**config.mk**
```make
export PLATFORM = sky130hd
export DESIGN_NAME = pipeline_ctrl
export DESIGN_NICKNAME = d
export VERILOG_FILES = /design/src/rtl/pipeline_ctrl.sv
export SDC_FILE = /design/constraint.sdc
export NUM_CORES = 1
export LEC_CHECK = 0
export ABC_AREA = 1
export ABC_CLOCK_PERIOD_IN_PS = 2100
export BUFFER_PORTS_ARGS = -buffer_cell sky130_fd_sc_hd__buf_4
export CORE_ASPECT_RATIO = 1.5
export CORE_MARGIN = 2
export CORE_UTILIZATION = 40
export CTS_CLUSTER_SIZE = 28
export DETAILED_ROUTE_END_ITERATION = 7
export PLACE_DENSITY = 0.58
export SLEW_MARGIN = 20
export SYNTH_ARGS = -nofsm -noshare
export SYNTH_HDL_FRONTEND = slang
export SYNTH_SLANG_ARGS = --single-unit
```
**constraint.sdc**
```tcl
create_clock -name clk_i -period 2.1 [get_ports clk_i]
set_input_delay 0.105 -clock clk_i [delete_from_list [all_inputs] [get_ports clk_i]]
set_output_delay 0.105 -clock clk_i [all_outputs]
set_load 0.05 [all_outputs]
```
**src/rtl/pipeline_ctrl.sv**
```systemverilog
// Stall/flush controller for the 5-stage core: turns hazard, redirect, memory
// handshake and halt requests into per-stage enables/flushes, plus perf counters.
module pipeline_ctrl #(
  parameter int CNT_WIDTH    = 32,
  parameter int DRAIN_CYCLES = 3
) (
  input  logic                 clk_i,
  input  logic                 rst_ni,
  input  logic                 load_use_stall_i,
  input  logic                 redirect_i,
  input  logic                 dmem_req_i,
  input  logic                 dmem_ack_i,
  input  logic                 imem_valid_i,
  input  logic                 halt_i,
  output logic                 pc_en_o,
  output logic                 if_id_en_o,
  output logic                 if_id_flush_o,
  output logic                 id_ex_en_o,
  output logic                 id_ex_flush_o,
  output logic                 ex_mem_en_o,
  output logic                 mem_wb_en_o,
  output logic                 halted_o,
  output logic [1:0]           state_o,
  output logic [CNT_WIDTH-1:0] stall_cnt_o,
  output logic [CNT_WIDTH-1:0] flush_cnt_o
);

  localparam int DW = (DRAIN_CYCLES > 1) ? $clog2(DRAIN_CYCLES) : 1;
  localparam logic [CNT_WIDTH-1:0] CNT_MAX = {CNT_WIDTH{1'b1}};
  localparam logic [CNT_WIDTH-1:0] CNT_ONE = {{(CNT_WIDTH-1){1'b0}}, 1'b1};

  typedef enum logic [1:0] {
    ST_RUN      = 2'd0,
    ST_MEM_WAIT = 2'd1,
    ST_DRAIN    = 2'd2,
    ST_HALTED   = 2'd3
  } state_e;

  state_e                 state_r;
  state_e                 next_state_s;
  logic [DW-1:0]          drain_cnt_r;
  logic [CNT_WIDTH-1:0]   stall_cnt_r;
  logic [CNT_WIDTH-1:0]   flush_cnt_r;

  logic mem_stall_s;
  logic apply_rules_s;
  logic drain_load_s;
  logic drain_dec_s;
  logic flush_inc_s;
  logic stall_inc_s;
  logic halted_s;
  logic pc_en_s, if_id_en_s, if_id_flush_s, id_ex_en_s, id_ex_flush_s, ex_mem_en_s, mem_wb_en_s;

  assign mem_stall_s = dmem_req_i & ~dmem_ack_i;

  // Next-state and per-stage control decode from current state and hazard inputs
  always_comb begin
    pc_en_s       = 1'b1;
    if_id_en_s    = 1'b1;
    if_id_flush_s = 1'b0;
    id_ex_en_s    = 1'b1;
    id_ex_flush_s = 1'b0;
    ex_mem_en_s   = 1'b1;
    mem_wb_en_s   = 1'b1;
    halted_s      = 1'b0;
    next_state_s  = state_r;
    apply_rules_s = 1'b0;
    drain_load_s  = 1'b0;
    drain_dec_s   = 1'b0;
    flush_inc_s   = 1'b0;

    case (state_r)
      ST_RUN: begin
        if (mem_stall_s) begin
          {pc_en_s, if_id_en_s, id_ex_en_s, ex_mem_en_s, mem_wb_en_s} = 5'b00000;
          next_state_s = ST_MEM_WAIT;
        end else begin
          apply_rules_s = 1'b1;
        end
      end
      ST_MEM_WAIT: begin
        if (!dmem_ack_i) begin
          {pc_en_s, if_id_en_s, id_ex_en_s, ex_mem_en_s, mem_wb_en_s} = 5'b00000;
        end else begin
          apply_rules_s = 1'b1;
          next_state_s  = ST_RUN;
        end
      end
      ST_DRAIN: begin
        if (mem_stall_s) begin
          {pc_en_s, if_id_en_s, id_ex_en_s, ex_mem_en_s, mem_wb_en_s} = 5'b00000;
        end else begin
          pc_en_s       = 1'b0;
          if_id_flush_s = 1'b1;
          id_ex_flush_s = 1'b1;
          if (drain_cnt_r == {DW{1'b0}}) begin
            next_state_s = ST_HALTED;
          end else begin
            drain_dec_s = 1'b1;
          end
        end
      end
      ST_HALTED: begin
        {pc_en_s, if_id_en_s, id_ex_en_s, ex_mem_en_s, mem_wb_en_s} = 5'b00000;
        halted_s = 1'b1;
      end
      default: begin
        {pc_en_s, if_id_en_s, id_ex_en_s, ex_mem_en_s, mem_wb_en_s} = 5'b00000;
        next_state_s = ST_RUN;
      end
    endcase

    // A redirect makes the load-use and halt requests wrong-path, so it ranks first
    if (apply_rules_s) begin
      if (redirect_i) begin
        if_id_flush_s = 1'b1;
        id_ex_flush_s = 1'b1;
        flush_inc_s   = 1'b1;
      end else if (load_use_stall_i) begin
        pc_en_s       = 1'b0;
        if_id_en_s    = 1'b0;
        id_ex_flush_s = 1'b1;
      end else if (halt_i) begin
        pc_en_s       = 1'b0;
        if_id_flush_s = 1'b1;
        next_state_s  = ST_DRAIN;
        drain_load_s  = 1'b1;
      end else if (!imem_valid_i) begin
        pc_en_s       = 1'b0;
        if_id_flush_s = 1'b1;
      end else begin
        pc_en_s       = 1'b1;
      end
    end else begin
      drain_load_s = drain_load_s;
    end
  end

  assign stall_inc_s = ((state_r == ST_RUN) || (state_r == ST_MEM_WAIT)) && !pc_en_s;

  // FSM state, drain countdown and saturating perf counters
  always_ff @(posedge clk_i or negedge rst_ni) begin
    if (!rst_ni) begin
      state_r     <= ST_RUN;
      drain_cnt_r <= {DW{1'b0}};
      stall_cnt_r <= {CNT_WIDTH{1'b0}};
      flush_cnt_r <= {CNT_WIDTH{1'b0}};
    end else begin
      state_r <= next_state_s;
      if (drain_load_s) begin
        drain_cnt_r <= DW'(DRAIN_CYCLES - 1);
      end else if (drain_dec_s) begin
        drain_cnt_r <= drain_cnt_r - {{(DW-1){1'b0}}, 1'b1};
      end
      if (stall_inc_s && (stall_cnt_r != CNT_MAX)) begin
        stall_cnt_r <= stall_cnt_r + CNT_ONE;
      end
      if (flush_inc_s && (flush_cnt_r != CNT_MAX)) begin
        flush_cnt_r <= flush_cnt_r + CNT_ONE;
      end
    end
  end

  // Controls are forced quiet while reset is asserted
  assign pc_en_o       = rst_ni & pc_en_s;
  assign if_id_en_o    = rst_ni & if_id_en_s;
  assign if_id_flush_o = rst_ni & if_id_flush_s;
  assign id_ex_en_o    = rst_ni & id_ex_en_s;
  assign id_ex_flush_o = rst_ni & id_ex_flush_s;
  assign ex_mem_en_o   = rst_ni & ex_mem_en_s;
  assign mem_wb_en_o   = rst_ni & mem_wb_en_s;
  assign halted_o      = rst_ni & halted_s;
  assign state_o       = state_r;
  assign stall_cnt_o   = stall_cnt_r;
  assign flush_cnt_o   = flush_cnt_r;

endmodule

```
### Word level (Yosys, flattened, before mapping)

Index checks and enable logic that the tools add are counted.

| cells by class | value |
|---|---|
| muxes and demuxes | 43 |
| equality and inequality tests | 5 |
| $add $sub $neg | 3 |
| bitwise logic cells | 8 |
| reduce and logical (&&, ||, !) cells | 10 |

Operators with widths:

| kind | count |
|---|---|
| $add A32 B1 Y32 const B | 2 |
| $ne A32 B32 Y1 const B | 2 |
| $mux W1 | 29 |
| $mux W2 | 10 |
| $and A1 B1 Y1 | 7 |
| $pmux W1 S3 | 2 |
| $pmux W2 S3 | 1 |
| $eq A2 B2 Y1 const B | 2 |
| $logic_not A2 Y1 | 2 |
| $reduce_or A2 Y1 | 2 |
| $logic_and A1 B1 Y1 | 3 |
| $eq A2 B1 Y1 const B | 1 |
| $pmux W1 S2 | 1 |
| $reduce_bool A2 Y1 | 1 |
| $sub A2 B1 Y2 const B | 1 |
| $logic_not A1 Y1 | 1 |
| $logic_or A1 B1 Y1 | 1 |
| $not A1 Y1 | 1 |

| storage, ports and cells | value |
|---|---|
| logic and storage cells | 73 |
| output and inout port bits | 74 |
| input port bits | 8 |
| flip-flop bits (word level) | 68 |

### Depth between registers and ports, before layout

Gate-level depths: netlist (run 1).

| logic depth | value |
|---|---|
| depth in word-level cells | 10 |
| mapped depth | 11 |
| gate-level depth less buffers | 10 |

### Worst setup path before layout (run 1)

Ideal clock, no wire load.

| timing | value |
|---|---|
| path type | flip-flop to output port |
| from | register state_r[1] (netlist: state_o[1]) |
| to | output id_ex_flush_o |
| arrival | 2114 ps |
| path buffers | 0 |
| cell stages (with the launch flop) | 7 |
| setup slack | -119 ps |
| data required time | 1995 ps |
| cells stage by stage | dfrtp_1 inv_1 nor2_1 o21ai_0 nand2_1 nand2_1 a31oi_1 |

| on the way | value |
|---|---|
| word-level cells in the longest chain between the ends | 6 |
| elaborated cells on any way between the ends | 9 |
| those cells by class | 2 x eq/ne; 5 x mux; 1 x bitwise; 1 x reduce/logical |

Ends and longest elaborated chain:

| what | RTL line | source |
|---|---|---|
| start: declaration | 39 | `state_e state_r;` |
| start signal: assignment | 149 | `state_r <= next_state_s;` |
| $eq A2 B2 Y1 | 72 | `case (state_r)` |
| $mux W1 | 72 |  |
| $mux W1 | 119 | `end else if (load_use_stall_i) begin` |
| $mux W1 | 115 | `if (redirect_i) begin` |
| $mux W1 (*) | 114 | `if (apply_rules_s) begin` |
| $and A1 B1 Y1 (*) | 169 | `assign id_ex_flush_o = rst_ni & id_ex_flush_s;` |
| end: declaration | 19 | `output logic id_ex_flush_o,` |

Mark *: on every way between the ends. The rest lies on a longest branch, timed or not.

### Worst setup path in the final report (run 1)

Same ends and word-level chain as after synthesis.

==> impl_metrics.json, run 1 <==
{
  "crit_path_end_kind": "output port",
  "fmax_mhz": 530.2,
  "hold_viol_final": 0,
  "rr_worst_depth": 10,
  "io_pins": 82,
  "grt_pass1_vias": 4581,
  "setup-tns-final_ns": 0,
  "p_per_area_mw_per_mm2": 537.9,
  "final_common_cell": "nand2_1",
  "fin_area_mm2": 0.005824,
  "r2r-start": "stall_cnt_o[1]",
  "detailed_place.area_mm2": 0.005473,
  "hold_start": "halt_i",
  "grt_pass1_wl_mm": 22.22,
  "layout_min_cycle_time_ns": 1.886,
  "wirelength_mm": 13.89,
  "rows": 48,
  "crit_top_cell": "nand2_1",
  "clk_pin_slew_ns": 0.06,
  "worstMarginPinSlew_ns": 0.4560,
  "ff2ff_setup_slack_ns": 0.28,
  "cts_buffer_depth": 2,
  "hold_end": "state_o[1]",
  "gr-usage-met1": 0.2368,
  "drtIter0Drc": 180,
  "overflow": 0,
  "path_depth": 7,
  "die_h_um": 135.9,
  "core-area_mm2": 0.01141,
  "gr-usage-met3": 0.02882,
  "gp_congestion": 0.9596,
  "slowest_delay_ns": 0.38,
  "r2r_end": "stall_cnt_o[15]",
  "grt_max_degree": 52,
  "final_antenna_net_count": 0,
  "grt_use_met2": 0.4261,
  "layout-area-overhead-vs-synth_pct": 25.54,
  "peakVddDrop_uv": 360.5,
  "port_buffers": 81,
  "hpwl_mm": 10.46,
  "cts_made_buffers": 9,
  "avgRoutedWirePerCell_um": 13.97,
  "required_ns": 2.00,
  "drv_slew": 0,
  "slew_headroom": 0.6949,
  "synth_seq_cells": 68,
  "clock_latency_ns": 0.34,
  "grt_usage": 0.2284,
  "critPathTopFamily": "flip-flops",
  "p_leak_nw": 2.896,
  "hold_class": "primary input to register",
  "synth_fp_nets": 755,
  "min_path_cells": 5,
  "postCtsSetupBuffers": 0,
  "layout-drive-gt1-share": 0.1564,
  "skew_ns": 0.007708,
  "h-tree-depth": 3,
  "cp_num_buf_inv": 2,
  "cts_tree": "done",
  "ys_seq_area_frac": 0.3668,
  "synth_warnings": 0,
  "vias": 4840,
  "dieWidth_um": 91.94,
  "rsz0062_at_grt": "false",
  "fin_crit_sh": 0.8982,
  "arrival_ns": 1.78,
  "antenna_found_initial": 0,
  "crit_path_top_delay_cell": "dfrtp_1",
  "cp_cell_sequence": "inv_1 > nor2_1 > o21ai_0 > nand2_1 > nand2_1 > a31oi_1 > buf_4",
  "max-cap-violations": 0,
  "clock-sinks": 68,
  "layout_common_cells": "389 x nand2_1, 106 x nor2_1, 92 x buf_4",
  "antennaDiodeCount": 0,
  "ctsRootBufferMaster": "clkbuf_16",
  "finalSetupViolCount": 0,
  "path_class": "register to output port",
  "die_area_mm2": 0.01249,
  "avgViaCountPerCell": 4.869,
  "synthCells": 744,
  "avgSynthCellArea_um2": 6.236,
  "nets": 850,
  "synth_cell_types": 28,
  "cp_max_fo": 7,
  "drc": 0,
  "busiest_layer": "met2",
  "synth_area_mm2": 0.004639,
  "initial_utilization": 0.4066,
  "drt_pass1_iterations": 4,
  "status": "finished clean",
  "start_kind": "register"
}
[worst max-delay path by stage]
stage / from / to
finish: state_o[1] / id_ex_flush_o
global route: state_o[1] / id_ex_flush_o
CTS: state_o[0] / id_ex_flush_o
detailed placement: stall_cnt_o[1] / stall_cnt_o[30]
global placement: stall_cnt_o[1] / stall_cnt_o[30]
floorplan: state_o[1] / id_ex_flush_o
[per-stage QoR]
step	hold slack (ns)	total power, W	utilization	std cells	setup WS [ns]
CTS	0.1584	0.003184	0.5104	994	0.1692
global placement	0.009731	0.001394	0.4796	977	0.3514
floorplan	-0.1906	0.001346	-	744	-0.1189
detailed placement	0.008832	0.001395	0.4796	977	0.2889
finish	0.1718	0.003133	0.5104	994	0.2138
global route	0.1956	0.003247	0.5104	994	0.03243
[synth_stat cells]
| cell type | instances | area share |
|---|---|---|
| nand2_4 | 3 | 0.0073 |
| a21oi_2 | 1 | 0.0019 |
| o22ai_1 | 1 | 0.0013 |
| nand3b_1 | 2 | 0.0032 |
| nor2_4 | 3 | 0.0073 |
| nor3_1 | 2 | 0.0022 |
| a31oi_1 | 2 | 0.0027 |
| nand2_2 | 5 | 0.0067 |
| o21ai_0 | 6 | 0.0065 |
| nor2_8 | 1 | 0.0043 |
| nor2_1 | 106 | 0.086 |
| ha_1 | 3 | 0.0081 |
| inv_4 | 2 | 0.0027 |
| buf_6 | 4 | 0.0097 |
| o21bai_1 | 1 | 0.0016 |
| o211ai_1 | 1 | 0.0016 |
| nand3_1 | 35 | 0.038 |
| inv_1 | 59 | 0.048 |
| xor2_1 | 14 | 0.026 |
| o21ai_1 | 5 | 0.0054 |
| nand4_1 | 2 | 0.0027 |
| a21oi_1 | 2 | 0.0022 |
| dfrtp_1 | 68 | 0.37 |
| xnor2_1 | 12 | 0.023 |
| buf_4 | 8 | 0.013 |
| inv_2 | 3 | 0.0024 |
| nand2_1 | 389 | 0.31 |
| nor2_2 | 4 | 0.0054 |
[area by class of cell]
cell class | instances | area (um^2)
clock inverter | 6 | 112.6
multi-input combinational | 600 | 2587
inverter | 64 | 245.2
timing repair buffer | 96 | 760.7
sequential | 68 | 1702
tap | 150 | 187.7
clock buffer | 10 | 229.0
fill | 1177 | 5587
[registers in the layout, summed over array words and instances (netlist names)]
signal       count
flush_cnt_o     32
stall_cnt_o     32
drain_cnt_r      2
state_o          2
[worst register-to-register path, delay by kind of cell, from the launching register on]
| kind | cells | cell delay [ns] |
|---|---|---|
| adder cells (fa/ha/maj) | 1 | 0.25 |
| buffers and inverters | 2 | 0.25 |
| flip-flops | 1 | 0.41 |
| AND/OR/NAND/NOR | 7 | 0.81 |
[power by group]
group / internal [W] / switching [W]
logic: 0.0000176 / 0.0000413
registers: 0.00131 / 0
clock network: 0.00116 / 0.000601
[kinds of logic (layout without fill, tap and decap cells)]
logic type               Yosys count  count (layout)  share of synthesized area
flip-flops                        68              68                     0.3668
buffers and inverters             76             176                    0.07551
AO/OA/AOI/OAI                     19              19                    0.02319
XOR/XNOR                          26              26                    0.04908
adder cells (fa/ha/maj)            3               3                   0.008091
AND/OR/NAND/NOR                  552             552                     0.4773
[layer usage]
| metal | vias to the layer above | share of wire |
|---|---|---|
| met3 | 48 | 0.037 |
| met4 | 0 | 0.057 |
| met5 | - | 0 |
| met1 | 2206 | 0.37 |
| met2 | 142 | 0.54 |
| li1 | 2444 | - |
[repair_timing]
action,4_1_cts,5_1_grt
setup endpoints to repair,0,0
hold endpoints to repair,25,0
resized for setup,0,0
hold buffers,1,0
(Power assumes the default switching activity.)
==> inputs of run 2 (changes only) <==
BUFFER_PORTS_ARGS = -buffer_cell sky130_fd_sc_hd__buf_2   (was -buffer_cell sky130_fd_sc_hd__buf_4)
==> impl_metrics.json, run 2 (synthesis gave the netlist of run 1 again) <==
{
  "status": "finished clean",
  "hold_viol_final": 0,
  "antennaDiodeCount": 0,
  "cts_made_buffers": 9,
  "crit_path_end_kind": "output port",
  "rr_worst_depth": 10,
  "final_antenna_net_count": 0,
  "layout-drive-gt1-share": 0.1524,
  "worstMarginPinSlew_ns": 0.8850,
  "ff2ff_setup_slack_ns": 0.33,
  "fin_area_mm2": 0.005542,
  "h-tree-depth": 3,
  "layout-area-overhead-vs-synth_pct": 19.44,
  "fin_crit_sh": 0.9114,
  "clock-sinks": 68,
  "layout_common_cells": "389 x nand2_1, 106 x nor2_1, 81 x buf_2",
  "min_path_cells": 5,
  "rsz0062_at_grt": "false",
  "hold_class": "primary input to register",
  "ctsRootBufferMaster": "clkbuf_16",
  "finalSetupViolCount": 0,
  "fmax_mhz": 522.5,
  "p_per_area_mw_per_mm2": 531.6,
  "hpwl_mm": 10.29,
  "postCtsSetupBuffers": 0,
  "peakVddDrop_uv": 348.6,
  "vias": 4800,
  "antenna_found_initial": 0,
  "drc": 0,
  "cts_buffer_depth": 2,
  "p_leak_nw": 2.851,
  "overflow": 0,
  "cts_tree": "done",
  "start_kind": "register",
  "initial_utilization": 0.4066,
  "slew_headroom": 0.4100,
  "skew_ns": 0.006533,
  "layout_min_cycle_time_ns": 1.914,
  "grt_pass1_vias": 4793,
  "die_area_mm2": 0.01249,
  "max-cap-violations": 0,
  "drv_slew": 0,
  "detailed_place.area_mm2": 0.005228,
  "die_h_um": 135.9,
  "gp_congestion": 0.9215,
  "cp_max_fo": 4,
  "arrival_ns": 1.81,
  "nets": 846,
  "path_class": "register to output port",
  "avgRoutedWirePerCell_um": 13.81,
  "drtIter0Drc": 174,
  "grt_max_degree": 67,
  "avgViaCountPerCell": 4.848,
  "drt_pass1_iterations": 4,
  "dieWidth_um": 91.94,
  "wirelength_mm": 13.67,
  "grt_pass1_wl_mm": 22.41,
  "io_pins": 82,
  "cts_resized": 0,
  "grt_usage": 0.2299,
  "port_buffers": 81,
  "clock_latency_ns": 0.34,
  "holdWs_ns": 0.1672,
  "core-area_mm2": 0.01141,
  "required_ns": 2.00,
  "clk_pin_slew_ns": 0.06,
  "final_common_cell": "nand2_1",
  "rows": 48
}
-- run 2: cell count changes in the layout (fill, tap and decap cells not counted), sizes merged --
cell      delta
clkinvlp     +1
bufinv       -2
clkbuf       +2
clkinv       -1
buf          -4
-- run 2: cell type report --
class / count / area [um^2]
clock buffer: 12 / 256.5
clock inverter: 4 / 47.55
fill: 1207 / 5869
inverter: 64 / 245.2
multi-input combinational: 600 / 2587
sequential: 68 / 1702
tap: 150 / 187.7
timing repair buffer: 92 / 515.5
-- run 2: report_power, final --
group          switching (W)  internal [W]  leakage [nW]
Sequential                 0       0.00131         0.940
Clock               0.000603      0.000981         0.149
Combinational      0.0000417     0.0000106          1.76
Total               0.000644       0.00230          2.85
-- run 2: path summary, 6_finish.rpt --
path	startpoint	end
setup / recovery	state_o[0]	id_ex_flush_o
hold / removal	halt_i	state_o[1]
setup reg to reg	flush_cnt_o[1]	flush_cnt_o[26]
hold reg to reg	drain_cnt_r[0]	drain_cnt_r[0]
max in group asynchronous	rst_ni	flush_cnt_o[14]
min in group asynchronous	rst_ni	state_o[1]
-- run 2: stage by stage --
| stage | util | power (W) | std cells | setup TNS [ns] | setup WS, ns |
|---|---|---|---|---|---|
| final | 0.4856 | 0.002946 | 990 | 0 | 0.1861 |
| after global routing | 0.4856 | 0.003038 | 990 | 0 | 0.01533 |
| after CTS | 0.4856 | 0.002972 | 990 | 0 | 0.1917 |
| after detailed placement | 0.4581 | 0.001387 | 973 | 0 | 0.3209 |
| after global placement | 0.4581 | 0.001386 | 973 | 0 | 0.3789 |
| after floorplan | - | 0.001346 | 744 | -0.2377 | -0.1189 |
-- run 2: timing repair --
action / in CTS / in global routing
endpoints found under the hold margin: 2 / 0
hold buffers: 1 / 0
endpoints found under the setup margin: 0 / 0
-- run 2: worst max-delay path, cell delays in order, from the launching register on --
cell,delay [ns]
dfrtp_1,0.40
o21bai_1,0.24
nand2_1,0.16
nand2_1,0.11
nand2_1,0.11
a31oi_1,0.16
buf_2,0.28
-- run 2: per-layer routing --
metal,vias to the layer above,wire [um],GRT usage
met3,39,527,0.03659
met5,-,0,0
met1,2203,5148,0.2372
met2,127,7348,0.4330
li1,2431,-,-
met4,0,645,0.1352
==> inputs of run 3 (changes only) <==
MAX_ROUTING_LAYER = met4   (was unset)
==> impl_metrics.json, run 3 (synthesis gave the netlist of run 1 again) <==
{
  "status": "finished clean",
  "cp_max_fo": 7,
  "clock_latency_ns": 0.34,
  "fmax_mhz": 523.6,
  "grt_use_met2": 0.4281,
  "grt_pass1_wl_mm": 21.99,
  "r2r_end": "flush_cnt_o[23]",
  "hpwl_mm": 10.28,
  "cp_cell_sequence": "inv_1 > nor2_1 > o21ai_0 > nand2_1 > nand2_1 > a31oi_1 > buf_2",
  "layout_min_cycle_time_ns": 1.910,
  "crit_top_cell": "nand2_1",
  "crit_path_top_delay_cell": "dfrtp_1",
  "setup-tns-final_ns": 0,
  "dieWidth_um": 91.94,
  "clock-sinks": 68,
  "slew_headroom": 0.4265,
  "final_common_cell": "nand2_1",
  "gr-usage-met1": 0.2343,
  "antenna_found_initial": 0,
  "critPathTopFamily": "buffers and inverters",
  "drtIter0Drc": 214,
  "cts_made_buffers": 9,
  "layout-area-overhead-vs-synth_pct": 19.42,
  "dp_slack_ns": 0.2338,
  "holdWs_ns": 0.1633,
  "antennaDiodeCount": 0,
  "gr-usage-met3": 0.02882,
  "grt_pass1_vias": 4665,
  "ctsRootBufferMaster": "clkbuf_16",
  "gp_congestion": 0.9264,
  "required_ns": 2.00,
  "worstMarginPinSlew_ns": 0.8602,
  "avgViaCountPerCell": 4.803,
  "io_pins": 82,
  "arrival_ns": 1.80,
  "drc": 0,
  "nFillCells": 1214,
  "overflow": 0,
  "die_area_mm2": 0.01249,
  "p_leak_nw": 2.859,
  "crit_path_end_kind": "output port",
  "avgRoutedWirePerCell_um": 13.53,
  "grt_usage": 0.2318,
  "r2r-start": "flush_cnt_o[1]",
  "drv_slew": 0,
  "cp_num_buf_inv": 2,
  "cts_tree": "done",
  "postCtsSetupBuffers": 0,
  "peakVddDrop_uv": 400.3,
  "finalSetupViolCount": 0,
  "layout_common_cells": "389 x nand2_1, 106 x nor2_1, 80 x buf_2",
  "h-tree-depth": 3,
  "wirelength_mm": 13.44,
  "vias": 4769,
  "path_class": "register to output port",
  "ff2ff_setup_slack_ns": 0.25,
  "skew_ns": 0.007761,
  "initial_utilization": 0.4066,
  "fin_crit_sh": 0.9094,
  "die_h_um": 135.9,
  "rr_worst_depth": 10,
  "rsz0062_at_grt": "false",
  "slowest_delay_ns": 0.37,
  "cts_buffer_depth": 2,
  "layout-drive-gt1-share": 0.1542,
  "nets": 850,
  "start_kind": "register",
  "clk_pin_slew_ns": 0.05,
  "p_per_area_mw_per_mm2": 502.0,
  "drt_pass1_iterations": 5,
  "hold_class": "primary input to asynchronous set/reset pin",
  "core-area_mm2": 0.01141,
  "port_buffers": 81,
  "final_antenna_net_count": 0,
  "max-cap-violations": 0,
  "rows": 48,
  "layout_setup_ws_ns": 0.1902,
  "busiest_layer": "met2",
  "grt_max_degree": 67,
  "hold_viol_final": 0
}
==> run 3: how the worst max path moves through the flow <==
stage	from	end	slack (ns)	cells past startpoint
final	state_o[1]	if_id_en_o	0.19	7
after global routing	state_o[1]	id_ex_flush_o	0.02	7
after CTS	state_o[1]	id_ex_flush_o	0.19	7
after detailed placement	flush_cnt_o[1]	flush_cnt_o[26]	0.23	10
after global placement	flush_cnt_o[1]	flush_cnt_o[31]	0.24	10
after floorplan	state_o[1]	id_ex_flush_o	-0.12	6
==> run 3: through the flow <==
| stage | cells | utilization | cell area (um^2) | total power, W |
|---|---|---|---|---|
| final | 993 | 0.4855 | 5540 | 0.002781 |
| after global routing | 993 | 0.4855 | 5540 | 0.002874 |
| after CTS | 993 | 0.4853 | 5538 | 0.002815 |
| after detailed placement | 977 | 0.4607 | 5258 | 0.001386 |
| after global placement | 977 | 0.4607 | 5258 | 0.001386 |
| after floorplan | 744 | - | 4639 | 0.001346 |
==> run 3: per-layer routing <==
| layer | part of all wire | vias to the layer above |
|---|---|---|
| li1 | - | 2448 |
| met4 | 0.049 | 0 |
| met5 | 0 | - |
| met1 | 0.38 | 2166 |
| met2 | 0.54 | 115 |
| met3 | 0.029 | 40 |
==> run 3: what timing repair did <==
action	4_1_cts	5_1_grt
hold buffers	1	0
endpoints found under the hold margin	2	0
resized for setup	0	1
endpoints found under the setup margin	0	1
==> run 3: final cells by class <==
class / instances / area (um^2) / share of cell area
Inverter: 64 / 245.2 / 0.04426
Sequential cell: 68 / 1702 / 0.3071
Clock inverter: 2 / 10.01 / 0.001807
Timing Repair Buffer: 96 / 548.0 / 0.09892
Multi-Input combinational cell: 600 / 2587 / 0.4670
Clock buffer: 13 / 260.3 / 0.04697
Tap cell: 150 / 187.7 / 0.03388
==> run 3: report_power, final <==
| group | internal (W) | switching (W) |
|---|---|---|
| Sequential | 0.00131 | 0 |
| Combinational | 0.0000106 | 0.0000403 |
| Clock | 0.000854 | 0.000566 |
| Total | 0.00218 | 0.000606 |
